===== src/rtl/hazard_detection_unit.sv =====
// ---------------------------------------------------------------------------
// hazard_detection_unit
//
// Purpose:
//   Hazard detector for the ID stage of a 5-stage MIPS pipeline. It detects
//   load-use hazards and data hazards for a BEQ that resolves in ID. On a
//   hazard it holds the PC and the IF/ID register and asks the main control
//   decoder for a bubble in ID/EX. A BEQ that depends on a load still in EX
//   needs two stall cycles; the second one is the HOLD1 state of a small FSM.
//   Stall cycles are tallied in two saturating statistics counters.
//
// Ports:
//   clk              in   1      pipeline clock, rising edge
//   rst_n            in   1      asynchronous active-low reset
//   ifid_opcode      in   6      opcode of the instruction in IF/ID
//   ifid_rs          in   5      rs field in IF/ID
//   ifid_rt          in   5      rt field in IF/ID
//   idex_mem_read    in   1      ID/EX MemRead (load in EX)
//   idex_reg_write   in   1      ID/EX RegWrite
//   idex_rt          in   5      ID/EX rt (load destination)
//   idex_wreg        in   5      ID/EX write register after the RegDst mux
//   exmem_mem_read   in   1      EX/MEM MemRead
//   exmem_rt         in   5      EX/MEM rt (load destination)
//   clr_stats        in   1      synchronous clear of both counters
//   hazard_detected  out  1      1 = control decoder forces a bubble
//   pc_write         out  1      0 = hold PC
//   ifid_write       out  1      0 = hold IF/ID
//   hold_active      out  1      1 while the FSM is in HOLD1
//   lu_stall_cnt     out  CNT_W  load-use stall cycles, saturating
//   br_stall_cnt     out  CNT_W  branch-in-ID stall cycles, saturating
// ---------------------------------------------------------------------------
module hazard_detection_unit #(
  parameter int CNT_W = 16
) (
  input  logic             clk,
  input  logic             rst_n,
  input  logic [5:0]       ifid_opcode,
  input  logic [4:0]       ifid_rs,
  input  logic [4:0]       ifid_rt,
  input  logic             idex_mem_read,
  input  logic             idex_reg_write,
  input  logic [4:0]       idex_rt,
  input  logic [4:0]       idex_wreg,
  input  logic             exmem_mem_read,
  input  logic [4:0]       exmem_rt,
  input  logic             clr_stats,
  output logic             hazard_detected,
  output logic             pc_write,
  output logic             ifid_write,
  output logic             hold_active,
  output logic [CNT_W-1:0] lu_stall_cnt,
  output logic [CNT_W-1:0] br_stall_cnt
);

  // Opcodes that matter to the decode.
  localparam logic [5:0] OP_RTYPE = 6'b000000;
  localparam logic [5:0] OP_BEQ   = 6'b000100;
  localparam logic [5:0] OP_SW    = 6'b101011;

  // FSM encoding.
  localparam logic [0:0] ST_RUN   = 1'b0;
  localparam logic [0:0] ST_HOLD1 = 1'b1;

  localparam logic [CNT_W-1:0] CNT_MAX = '1;

  // A producer register x collides with the ID instruction when it is not $0
  // and equals rs, or equals rt for instructions that actually read rt.
  function automatic logic reg_match(
    input logic [4:0] x,
    input logic [4:0] rs,
    input logic [4:0] rt,
    input logic       use_rt
  );
    return (x != 5'd0) && ((x == rs) || (use_rt && (x == rt)));
  endfunction

  // -------------------------------------------------------------------------
  // Decode of the instruction in ID
  // -------------------------------------------------------------------------
  logic is_beq;
  logic uses_rt;

  assign is_beq  = (ifid_opcode == OP_BEQ);
  assign uses_rt = (ifid_opcode == OP_RTYPE) ||
                   (ifid_opcode == OP_BEQ)   ||
                   (ifid_opcode == OP_SW);

  // -------------------------------------------------------------------------
  // Hazard terms
  // -------------------------------------------------------------------------
  logic m_idex_rt;
  logic m_idex_wreg;
  logic m_exmem_rt;
  logic lu_term;
  logic br_ld_term;
  logic br_1_term;

  assign m_idex_rt   = reg_match(idex_rt,   ifid_rs, ifid_rt, uses_rt);
  assign m_idex_wreg = reg_match(idex_wreg, ifid_rs, ifid_rt, uses_rt);
  assign m_exmem_rt  = reg_match(exmem_rt,  ifid_rs, ifid_rt, uses_rt);

  // A load feeding a non-branch consumer: one stall, forwarding covers the rest.
  assign lu_term    = idex_mem_read && m_idex_rt && !is_beq;
  // A load in EX feeding a branch in ID: the data is only available after MEM,
  // so two stall cycles are needed.
  assign br_ld_term = is_beq && idex_mem_read && m_idex_rt;
  // An ALU result in EX, or a load in MEM, feeding a branch in ID: one stall.
  // The ALU case excludes loads, which are handled by br_ld_term.
  assign br_1_term  = is_beq &&
                      ((idex_reg_write && !idex_mem_read && m_idex_wreg) ||
                       (exmem_mem_read && m_exmem_rt));

  // -------------------------------------------------------------------------
  // FSM and stall classification
  // -------------------------------------------------------------------------
  logic [0:0] state_reg;
  logic [0:0] state_next;
  logic       stall;
  logic       lu_inc;
  logic       br_inc;

  always_comb begin
    state_next = state_reg;
    stall      = 1'b0;
    lu_inc     = 1'b0;
    br_inc     = 1'b0;
    case (state_reg)
      ST_RUN: begin
        stall = lu_term || br_ld_term || br_1_term;
        if (br_ld_term) begin
          state_next = ST_HOLD1;
        end
        // Branch terms take priority, so each stall cycle counts only once.
        if (br_ld_term || br_1_term) begin
          br_inc = 1'b1;
        end else if (lu_term) begin
          lu_inc = 1'b1;
        end
      end
      ST_HOLD1: begin
        // Second cycle of a load-to-branch stall. The load has moved into
        // MEM, so br_1_term would fire too; the inputs are ignored here so the
        // cycle is counted exactly once.
        stall      = 1'b1;
        br_inc     = 1'b1;
        state_next = ST_RUN;
      end
      default: begin
        state_next = ST_RUN;
      end
    endcase
  end

  always_ff @(posedge clk or negedge rst_n) begin
    if (!rst_n) begin
      state_reg <= ST_RUN;
    end else begin
      state_reg <= state_next;
    end
  end

  // -------------------------------------------------------------------------
  // Outputs: combinational, masked to idle while reset is asserted
  // -------------------------------------------------------------------------
  assign hazard_detected = rst_n && stall;
  assign pc_write        = !hazard_detected;
  assign ifid_write      = !hazard_detected;
  assign hold_active     = rst_n && (state_reg == ST_HOLD1);

  // -------------------------------------------------------------------------
  // Saturating statistics counters: index 0 = load-use, 1 = branch
  // -------------------------------------------------------------------------
  logic [1:0] cnt_inc;

  assign cnt_inc = {br_inc, lu_inc};

  generate
    for (genvar gi = 0; gi < 2; gi++) begin : g_cnt
      logic [CNT_W-1:0] cnt_reg;

      always_ff @(posedge clk or negedge rst_n) begin
        if (!rst_n) begin
          cnt_reg <= '0;
        end else if (clr_stats) begin
          // Clear wins over an increment in the same cycle.
          cnt_reg <= '0;
        end else if (cnt_inc[gi] && (cnt_reg != CNT_MAX)) begin
          cnt_reg <= cnt_reg + 1'b1;
        end
      end
    end
  endgenerate

  assign lu_stall_cnt = g_cnt[0].cnt_reg;
  assign br_stall_cnt = g_cnt[1].cnt_reg;

endmodule


===== config.mk =====
export PLATFORM = sky130hd
export DESIGN_NAME = hazard_detection_unit
export DESIGN_NICKNAME = d
export VERILOG_FILES = /design/src/rtl/hazard_detection_unit.sv
export SDC_FILE = /design/constraint.sdc
export NUM_CORES = 1
export LEC_CHECK = 0
export CAP_MARGIN = 20
export CORE_MARGIN = 2
export CORE_UTILIZATION = 45
export DETAILED_ROUTE_END_ITERATION = 10
export DONT_BUFFER_PORTS = 1
export PLACE_DENSITY = 0.62
export SETUP_SLACK_MARGIN = 0.02
export SYNTH_ARGS = -nofsm -noshare
export SYNTH_HDL_FRONTEND = slang
export SYNTH_SLANG_ARGS = --single-unit

===== constraint.sdc =====
create_clock -name clk -period 2.55 [get_ports clk]
set_clock_uncertainty 0.2 [all_clocks]
set_input_delay 0.255 -clock clk [delete_from_list [all_inputs] [get_ports clk]]
set_output_delay 0.255 -clock clk [all_outputs]
set_load 0.01 [all_outputs]

==> impl_metrics.toml, run 1 <==
[yosys]
synth_warnings = 0
synthArstFlopShare_pct = 100
ys_ff_latch = 33
ys.flop_type = "dfrtp_1"
synthesis.nets = 288
syn-mean-instance-area_sq_um = 9.13
synthesis.area_sq_um = 2270
synth_cell_types = 50
synth_edf_count = 0
synthCells = 249
yosysSeqAreaShare_pct = 36.3

[clock_tree]
clk_pin_slew_ns = 0.07
clk_path_buf_depth = 2
cts.sinks = 33
cts_root_buffer = "clkbuf_8"
postCtsSetupBuffers = 0
h-tree-depth = 2
clk_latency_ns = 0.29
cts_buffers = 5
tritoncts = "yes"

[worst_setup_path]
rrSetupSlack_ns = 0.13
startpoint_type = "primary input"
path_class = "in -> reg"
rr_worst_depth = 6
r2r-start = "br_stall_cnt[6]"
crit_fanout = 6
required_ns = 2.53
worst_ep_arrival_time_ns = 2.49
reg2reg_to = "br_stall_cnt[12]"
crit_path_end_kind = "flip-flop"

[floorplanning]
chipHeight_microns = 75.1
die_w_microns = 75.1
rows = 25
ioPinCount = 73
initial_core_util_pct = 47.5
dieArea_sq_um = 5640
coreArea_sq_um = 4790

[layout]
fin_area_sq_um = 2640
multiInputGateArea_sq_um = 1450
finalNonFillerCells = 341
fillCellCount = 456
area_growth_pct = 16.2
antenna_cells = 0
seq_area_sq_um = 826
nets = 312
drive_gt1_share_pct = 19.7

[timing]
hold_viol = 0
report.final.slew_viol_count = 0
timing.final.crit_share_pct = 98.5
timing.fmax_mhz = 398
fin_crit_ns = 2.51
tightest_slew_ns = 0.959
setup_viol_count_final = 0
rsz0062_at_grt = "true"
max_slew_margin_pct = 35.8

[power_and_ir_drop]
p_clk_share_pct = 38.9
p_sw_share_pct = 24.6
internal_power_uw = 756
power_uw = 1000
sequentialPowerShare_pct = 52.3
power_frac_comb_pct = 8.8
p_sw_uw = 247
power_density_nw_per_um2 = 379
p_leak_uw = 0.00108
vdd_drop_max_mv = 0.316

[run_status]
outcome = "completed"

[place]
io_buffer_count = 0
gp_congestion = 0.767
placedCellCount = 330
dpl.hpwl_microns = 3940
postPlaceCellArea_sq_um = 2490

[min_path]
hp-start = "clr_stats"
hold_path_end = "br_stall_cnt[8]"
holdPathStages = 2
hp-class = "in -> reg"

[routing]
routed_wl_microns = 5430
wl_per_cell_microns = 15.9
viasPerCell = 5.58
antenna_left = 0
drc = 0
num_vias = 1903
firstDrtPassIters = 4
drt_first_iter_violations = 57

[global_routing]
grt_max_degree = 34
antenna_found_initial = 0
grt_pass1_vias = 1772
gr-usage-all-layers_pct = 19.6
grt_pass1_wl_microns = 8310
overflow = 0

[flow_run]
maxCapViolCount = 0
==> routing by layer <==
layer	part of all wire, %	GRT usage, %
met5	0	0
met4	1.2	6.55
met3	8.5	5.76
met2	46	31.2
met1	45	25.7
==> power by group through the flow <==
stage,clock network [uW],registers (uW),logic [uW]
after detailed placement,0,534,64.4
after global placement,0,534,63.7
final,390,524,88.0
after CTS,404,524,88.3
after floorplan,0,534,61.7
after global routing,420,524,99.4
==> cell usage after synthesis (6+ instances only) <==
cell type	number	area, sq um
nor2_1	40	150
dfrtp_1	33	826
xor2_1	31	272
xnor2_1	16	140
nor3_1	13	65.1
nand3_1	12	60.1
a21oi_1	11	55.1
nand2_1	9	33.8
nand4_1	7	43.8
nor2b_1	7	43.8
mux2_2	6	67.6
==> layout by cell type (no fill, tap or decap), drive strengths merged, types with 2 or more instances in the layout <==
master	count
nor2	40
dfrtp	33
xor2	31
buf	20
xnor2	16
nor3	14
nand3	12
a21oi	12
nand2	9
nor2b	8
nand4	7
mux2	7
clkbuf	5
a211oi	5
inv	4
or4	4
nand2b	3
and4	3
o21ai	3
nor4	2
o211a	2
nor3b	2
mux2i	2
a31o	2
a21bo	2
nand3b	2
ha	2
clkinv	2
dlygate4sd3	2
or3b	2
or3	2
==> cell families after synthesis <==
kind of cell,after synthesis,share of synthesized area [%]
AOI/OAI and AO/OA,34,11.4
xor gates and xnor gates,47,18.1
adders and majority gates,2,1.10
buffers and inverters,9,1.65
DFF,33,36.3
muxes,9,4.35
and+or+nand+nor,115,27.1
==> worst max path at each step <==
stage                             endpoint      startpoint  cells after the start
after floorplan           br_stall_cnt[12]  ifid_opcode[5]                      7
after global placement     br_stall_cnt[4]  ifid_opcode[5]                      7
after detailed placement   br_stall_cnt[4]  ifid_opcode[5]                      7
after CTS                       ifid_write      idex_rt[1]                      7
after global routing       br_stall_cnt[1]  ifid_opcode[5]                      8
final                     br_stall_cnt[12]  ifid_opcode[5]                      7
==> through the flow <==
| step | hold slack, ns | setup slack (ns) | TNS [ns] | util (%) |
|---|---|---|---|---|
| 2_1_floorplan | -0.241 | -0.151 | -0.842 | - |
| 3_3_place_gp | -0.240 | -0.181 | -1.54 | 52.0 |
| 3_5_place_dp | -0.240 | -0.223 | -1.93 | 52.0 |
| 4_1_cts | 0.00298 | 0.0308 | 0 | 54.7 |
| 5_1_grt | 0.0125 | -0.0697 | -0.300 | 55.2 |
| 6_report | 0.00916 | 0.0383 | 0 | 55.2 |
==> final cells by class <==
class | instances | area share, %
Inverter | 4 | 0.568
Tap cell | 67 | 3.17
Clock inverter | 3 | 0.663
Clock buffer | 5 | 2.60
Multi-Input combinational cell | 207 | 54.7
Sequential cell | 33 | 31.3
Timing Repair Buffer | 22 | 7.05
==> critical path, cell delays in order <==
cell      delay (ns)
or4_4           0.54
o22ai_4         0.21
a32oi_1         0.11
o211a_1         0.24
a2111o_1        0.55
a211oi_2        0.26
mux2_4          0.31
==> what timing repair did <==
item / 4_1_cts / 5_1_grt
gates cloned: 0 / 0
hold buffers: 3 / 0
endpoints found under the setup margin: 2 / 7
pin swaps: 0 / 4
hold endpoints to repair: 57 / 0
resized for setup: 2 / 5
Power figures use the tool's default switching activity.
==> inputs of run 2 (changes only) <==
--- a/config.mk
+++ b/config.mk
@@ -5,6 +5,7 @@
 export SDC_FILE = /design/constraint.sdc
 export NUM_CORES = 1
 export LEC_CHECK = 0
+export ABC_AREA = 1
 export CAP_MARGIN = 20
 export CORE_MARGIN = 2
 export CORE_UTILIZATION = 45
==> impl_metrics.toml, run 2 <==
[run_status]
outcome = "completed"

[worst_setup_path]
cpPeakStageDelay_ns = 0.49
r2r-start = "br_stall_cnt[0]"
rrSetupSlack_ns = 0.34
startpoint_type = "flip-flop"
cpLargestDelayFamily = "simple AND/OR/NAND/NOR gates"
path_buf_inv = 1
reg2reg_to = "br_stall_cnt[12]"
cpMaxStageDelayCell = "dfrtp_1"
crit_fanout = 8
rr_worst_depth = 9
worst_ep_arrival_time_ns = 2.19
crit_path_end_kind = "flip-flop"
path_common_cell = "nand2_1"
path_class = "reg -> reg"
cp.depth = 9
path_cells = "ha_1, nand2_2, nor3_4, nand2_1, nor2_2, nand4_4, buf_4, nand4_1, nand2_1"
required_ns = 2.53

[yosys]
yosysSeqAreaShare_pct = 29.9
synth_edf_count = 0
synthSimpleGateAreaFrac_pct = 37.9
syn-mean-instance-area_sq_um = 7.18
yosys-top-cells-area = "dfrtp_1, xor2_1, nand2_1, nand3_1, inv_1"
synthesis.nets = 424
synth_warnings = 0
synthDominantCellAreaShare_pct = 29.9
synth.area.mux_share_pct = 0
synthesis.area_sq_um = 2760
synthArstFlopShare_pct = 100
synth_top_family_by_area = "simple AND/OR/NAND/NOR gates"
synthCells = 385
synth_adder_area_share_pct = 0.906
synth_cell_types = 33
synth-xor-area-share_pct = 15.9
ys.flop_type = "dfrtp_1"
ys_ff_latch = 33
yosysMostFrequentCell = "nand2_1"
ys_top_cells_by_count = "nand2_1, nand3_1, inv_1"
synth_compound_area_share_pct = 5.80
synth_top_area_cell = "dfrtp_1"

[global_routing]
gr-usage-all-layers_pct = 21.5
grt_pass1_wl_microns = 11400
grt_pass1_vias = 2537
antenna_found_initial = 0
overflow = 0
grt_max_degree = 38

[clock_tree]
clk_pin_slew_ns = 0.07
cts.sinks = 33
cts_root_buffer = "clkbuf_8"
h-tree-depth = 2
cts_buffers = 5
clk_latency_ns = 0.29
clk_path_buf_depth = 2
tritoncts = "yes"

[timing]
whs_ns = 0.0753
fin_crit_ns = 2.21
timing.fmax_mhz = 453
rsz0062_at_grt = "false"
setup_viol_count_final = 0
tns_ns = 0
timing.final.crit_share_pct = 86.6
max_slew_margin_pct = 62.3
finalWorstSetupSlack_ns = 0.341
report.final.slew_viol_count = 0
hold_viol = 0
tightest_slew_ns = 0.563

[routing]
wl_per_cell_microns = 14.5
firstDrtPassIters = 4
drc = 0
antenna_left = 0
drt_first_iter_violations = 77
routed_wl_microns = 6750
viasPerCell = 5.42
num_vias = 2518

[place]
place_ws_ns = 0.237
gp_congestion = 0.794
io_buffer_count = 0
dpl.hpwl_microns = 5000

[layout]
final_common_cell = "nand2_1"
area_growth_pct = 7.29
antenna_cells = 0
final_cell_mix = "nand2_1, nand3_1, inv_1"
nets = 429
drive_gt1_share_pct = 10.0

[min_path]
hp-class = "in -> reg"
hold_path_end = "state_reg"
hp-start = "idex_mem_read"
holdPathStages = 4

[power_and_ir_drop]
p_sw_share_pct = 25.1
p_sw_uw = 263
p_clk_share_pct = 39.2
internal_power_uw = 782
power_density_nw_per_um2 = 352
vdd_drop_max_mv = 0.230
p_leak_uw = 0.00147
sequentialPowerShare_pct = 50.3
power_frac_comb_pct = 10.6

[floorplanning]
initial_core_util_pct = 46.7
die_w_microns = 82.4
rows = 28
dieArea_sq_um = 6780
coreArea_sq_um = 5920
ioPinCount = 73
chipHeight_microns = 82.4

[flow_run]
maxCapViolCount = 0
[run 2: how the worst max path moves through the flow]
| stage | slack [ns] | endpoint | startpoint |
|---|---|---|---|
| 2_1_floorplan | 0.59 | br_stall_cnt[12] | br_stall_cnt[0] |
| 3_3_place_gp | 0.26 | br_stall_cnt[14] | br_stall_cnt[0] |
| 3_5_place_dp | 0.24 | br_stall_cnt[12] | br_stall_cnt[0] |
| 4_1_cts | 0.21 | br_stall_cnt[11] | br_stall_cnt[0] |
| 5_1_grt | 0.16 | br_stall_cnt[8] | br_stall_cnt[0] |
| 6_report | 0.34 | br_stall_cnt[12] | br_stall_cnt[0] |
[run 2: timing repair]
action | 4_1_cts | 5_1_grt
buffers inserted | 0 | 4
hold buffers | 3 | 0
endpoints found under the setup margin | 0 | 15
resized for setup | 0 | 1
hold endpoints to repair | 45 | 0
[run 2: power groups by stage]
stage / logic (uW) / registers, uW / clock network (uW)
after CTS: 111 / 525 / 414
after global placement: 88.3 / 535 / 0
after floorplan: 81.5 / 535 / 0
after global routing: 127 / 525 / 432
after detailed placement: 90.4 / 535 / 0
final: 110 / 525 / 409
[run 2: cells by family after synthesis]
kind of cell | Yosys count
AOI/OAI and AO/OA | 22
xor gates and xnor gates | 50
adders and majority gates | 2
buffers and inverters | 63
DFF | 33
and+or+nand+nor | 215
[run 2: metrics by stage]
step	cell area [sq um]	util [%]	instances	power, uW
after global routing	2960	50.1	465	1080
after global placement	2800	47.3	451	623
after floorplan	2760	-	385	617
after CTS	2930	49.4	461	1050
final	2960	50.1	465	1040
after detailed placement	2800	47.3	451	626
[run 2: layout make-up]
cell class	count	area [sq um]
Timing Repair Buffer	9	85.1
Clock buffer	7	86.3
Tap cell	75	93.8
Fill cell	595	2960
Multi-Input combinational cell	289	1680
Sequential cell	33	826
Inverter	52	195
[run 2: tightest hold or removal path, delay by kind of cell]
kind / cells / cell delay [ns]
simple gates: 3 / 0.22
buf+inv: 1 / 0.04
[run 2: layer usage]
metal / vias to the layer above / track usage [%] / share of wire, %
li1: 1260 / - / -
met1: 1175 / 26.7 / 43
met2: 76 / 36.9 / 49
met3: 7 / 5.43 / 7.0
met4: 0 / 5.50 / 1.1
met5: - / 0 / 0
==> inputs of run 3 (changes only) <==
--- a/config.mk
+++ b/config.mk
@@ -11,8 +11,10 @@
 export CORE_UTILIZATION = 45
 export DETAILED_ROUTE_END_ITERATION = 10
 export DONT_BUFFER_PORTS = 1
+export MAX_ROUTING_LAYER = met4
 export PLACE_DENSITY = 0.62
 export SETUP_SLACK_MARGIN = 0.02
+export SLEW_MARGIN = 5
 export SYNTH_ARGS = -nofsm -noshare
 export SYNTH_HDL_FRONTEND = slang
 export SYNTH_SLANG_ARGS = --single-unit
==> impl_metrics.toml, run 3 (synthesized netlist as in run 2, its figures left out) <==
[run_status]
outcome = "completed"

[timing]
setup_viol_count_final = 0
tightest_slew_ns = 0.544
timing.fmax_mhz = 450
tns_ns = 0
rsz0062_at_grt = "false"
hold_viol = 0
max_slew_margin_pct = 63.6
report.final.slew_viol_count = 0
timing.final.crit_share_pct = 87.2
fin_crit_ns = 2.22

[worst_setup_path]
required_ns = 2.53
cpPeakStageDelay_ns = 0.50
path_common_cell = "nand2_1"
cpMaxStageDelayCell = "dfrtp_1"
worst_ep_arrival_time_ns = 2.20
crit_fanout = 8
crit_path_end_kind = "flip-flop"
startpoint_type = "flip-flop"
path_cells = "ha_1, nand2_2, nor3_4, nand2_1, nor2_2, nand4_4, buf_4, nand4_1, nand2_1"
path_class = "reg -> reg"

[clock_tree]
clk_path_buf_depth = 2
tritoncts = "yes"
cts.sinks = 33
clk_latency_ns = 0.29
h-tree-depth = 2
clk_pin_slew_ns = 0.07
cts_buffers = 5
cts_root_buffer = "clkbuf_8"

[power_and_ir_drop]
p_sw_share_pct = 25.3
p_leak_uw = 0.00147
power_frac_comb_pct = 10.5
vdd_drop_max_mv = 0.231
internal_power_uw = 782
power_density_nw_per_um2 = 353
p_clk_share_pct = 39.3
sequentialPowerShare_pct = 50.2
p_sw_uw = 264

[routing]
wl_per_cell_microns = 14.6
antenna_left = 0
firstDrtPassIters = 5
viasPerCell = 5.43
drt_first_iter_violations = 69
routed_wl_microns = 6800
drc = 0
num_vias = 2524

[global_routing]
grt.met2_usage_pct = 36.8
antenna_found_initial = 0
gr-usage-all-layers_pct = 22.1
use_met3_pct = 5.11
met1_usage_pct = 27.1
grt_pass1_vias = 2539
grt_pass1_wl_microns = 11400
grt_max_degree = 38
busiest_layer = "met2"
overflow = 0

[layout]
fillCellCount = 595
drive_gt1_share_pct = 10.0
fin_area_sq_um = 2960
nets = 429
final_cell_mix = "nand2_1, nand3_1, inv_1"
antenna_cells = 0
area_growth_pct = 7.29
final_common_cell = "nand2_1"

[floorplanning]
ioPinCount = 73
initial_core_util_pct = 46.7
coreArea_sq_um = 5920
chipHeight_microns = 82.4
die_w_microns = 82.4
dieArea_sq_um = 6780
rows = 28

[place]
io_buffer_count = 0
gp_congestion = 0.805
dpl.hpwl_microns = 5000
postPlaceCellArea_sq_um = 2800

[min_path]
hp-class = "in -> reg"

[flow_run]
maxCapViolCount = 0
## run 3: path summary, 6_finish.rpt
check | start | end | slack [ns] | cells after the start
setup / recovery | br_stall_cnt[0] | br_stall_cnt[12] | 0.33 | 9
hold / removal | idex_mem_read | state_reg | 0.07 | 4
setup reg to reg | br_stall_cnt[0] | br_stall_cnt[12] | 0.33 | 9
hold reg to reg | state_reg | state_reg | 0.32 | 1
max in group asynchronous | rst_n | br_stall_cnt[12] | 1.75 | 2
min in group asynchronous | rst_n | br_stall_cnt[2] | 0.22 | 2
## run 3: repair_timing
item / in CTS / in global routing
resized for setup: 0 / 1
setup buffers: 0 / 4
setup endpoints to repair: 0 / 15
hold buffers: 3 / 0
hold endpoints to repair: 45 / 0
## run 3: layout make-up
type                            instances  area, sq um  area share (%)
Inverter                               52          195            6.59
Sequential cell                        33          826            27.9
Tap cell                               75         93.8            3.17
Timing Repair Buffer                    9         85.1            2.87
Multi-Input combinational cell        289         1680            56.6
Clock buffer                            7         86.3            2.91
## run 3: per-layer routing
metal	up-vias	wire length, microns
li1	1261	-
met1	1192	3010
met2	64	3310
met3	7	410
met4	0	72
met5	-	0
## run 3: per-stage QoR
| stage | total power, uW | cells | utilization, % | setup slack, ns | hold WS [ns] |
|---|---|---|---|---|---|
| floorplan | 617 | 385 | - | 0.594 | -0.241 |
| global placement | 623 | 451 | 47.3 | 0.255 | -0.240 |
| detailed placement | 626 | 451 | 47.3 | 0.237 | -0.240 |
| CTS | 1050 | 461 | 49.4 | 0.212 | 0.0668 |
| global route | 1080 | 465 | 50.1 | 0.156 | 0.106 |
| finish | 1050 | 465 | 50.1 | 0.327 | 0.0702 |
## run 3: power groups by stage
stage	Clock, uW	Sequential [uW]	Combinational (uW)
2_1_floorplan	0	535	81.5
3_3_place_gp	0	535	88.3
3_5_place_dp	0	535	90.4
4_1_cts	414	525	111
5_1_grt	432	525	127
6_report	411	525	110
## run 3: worst max-delay path: cells and delay by family, from the launching register on
family | cells | cell delay [ns]
simple gates | 7 | 0.90
flops | 1 | 0.50
fa+ha+maj | 1 | 0.28
buf+inv | 1 | 0.23
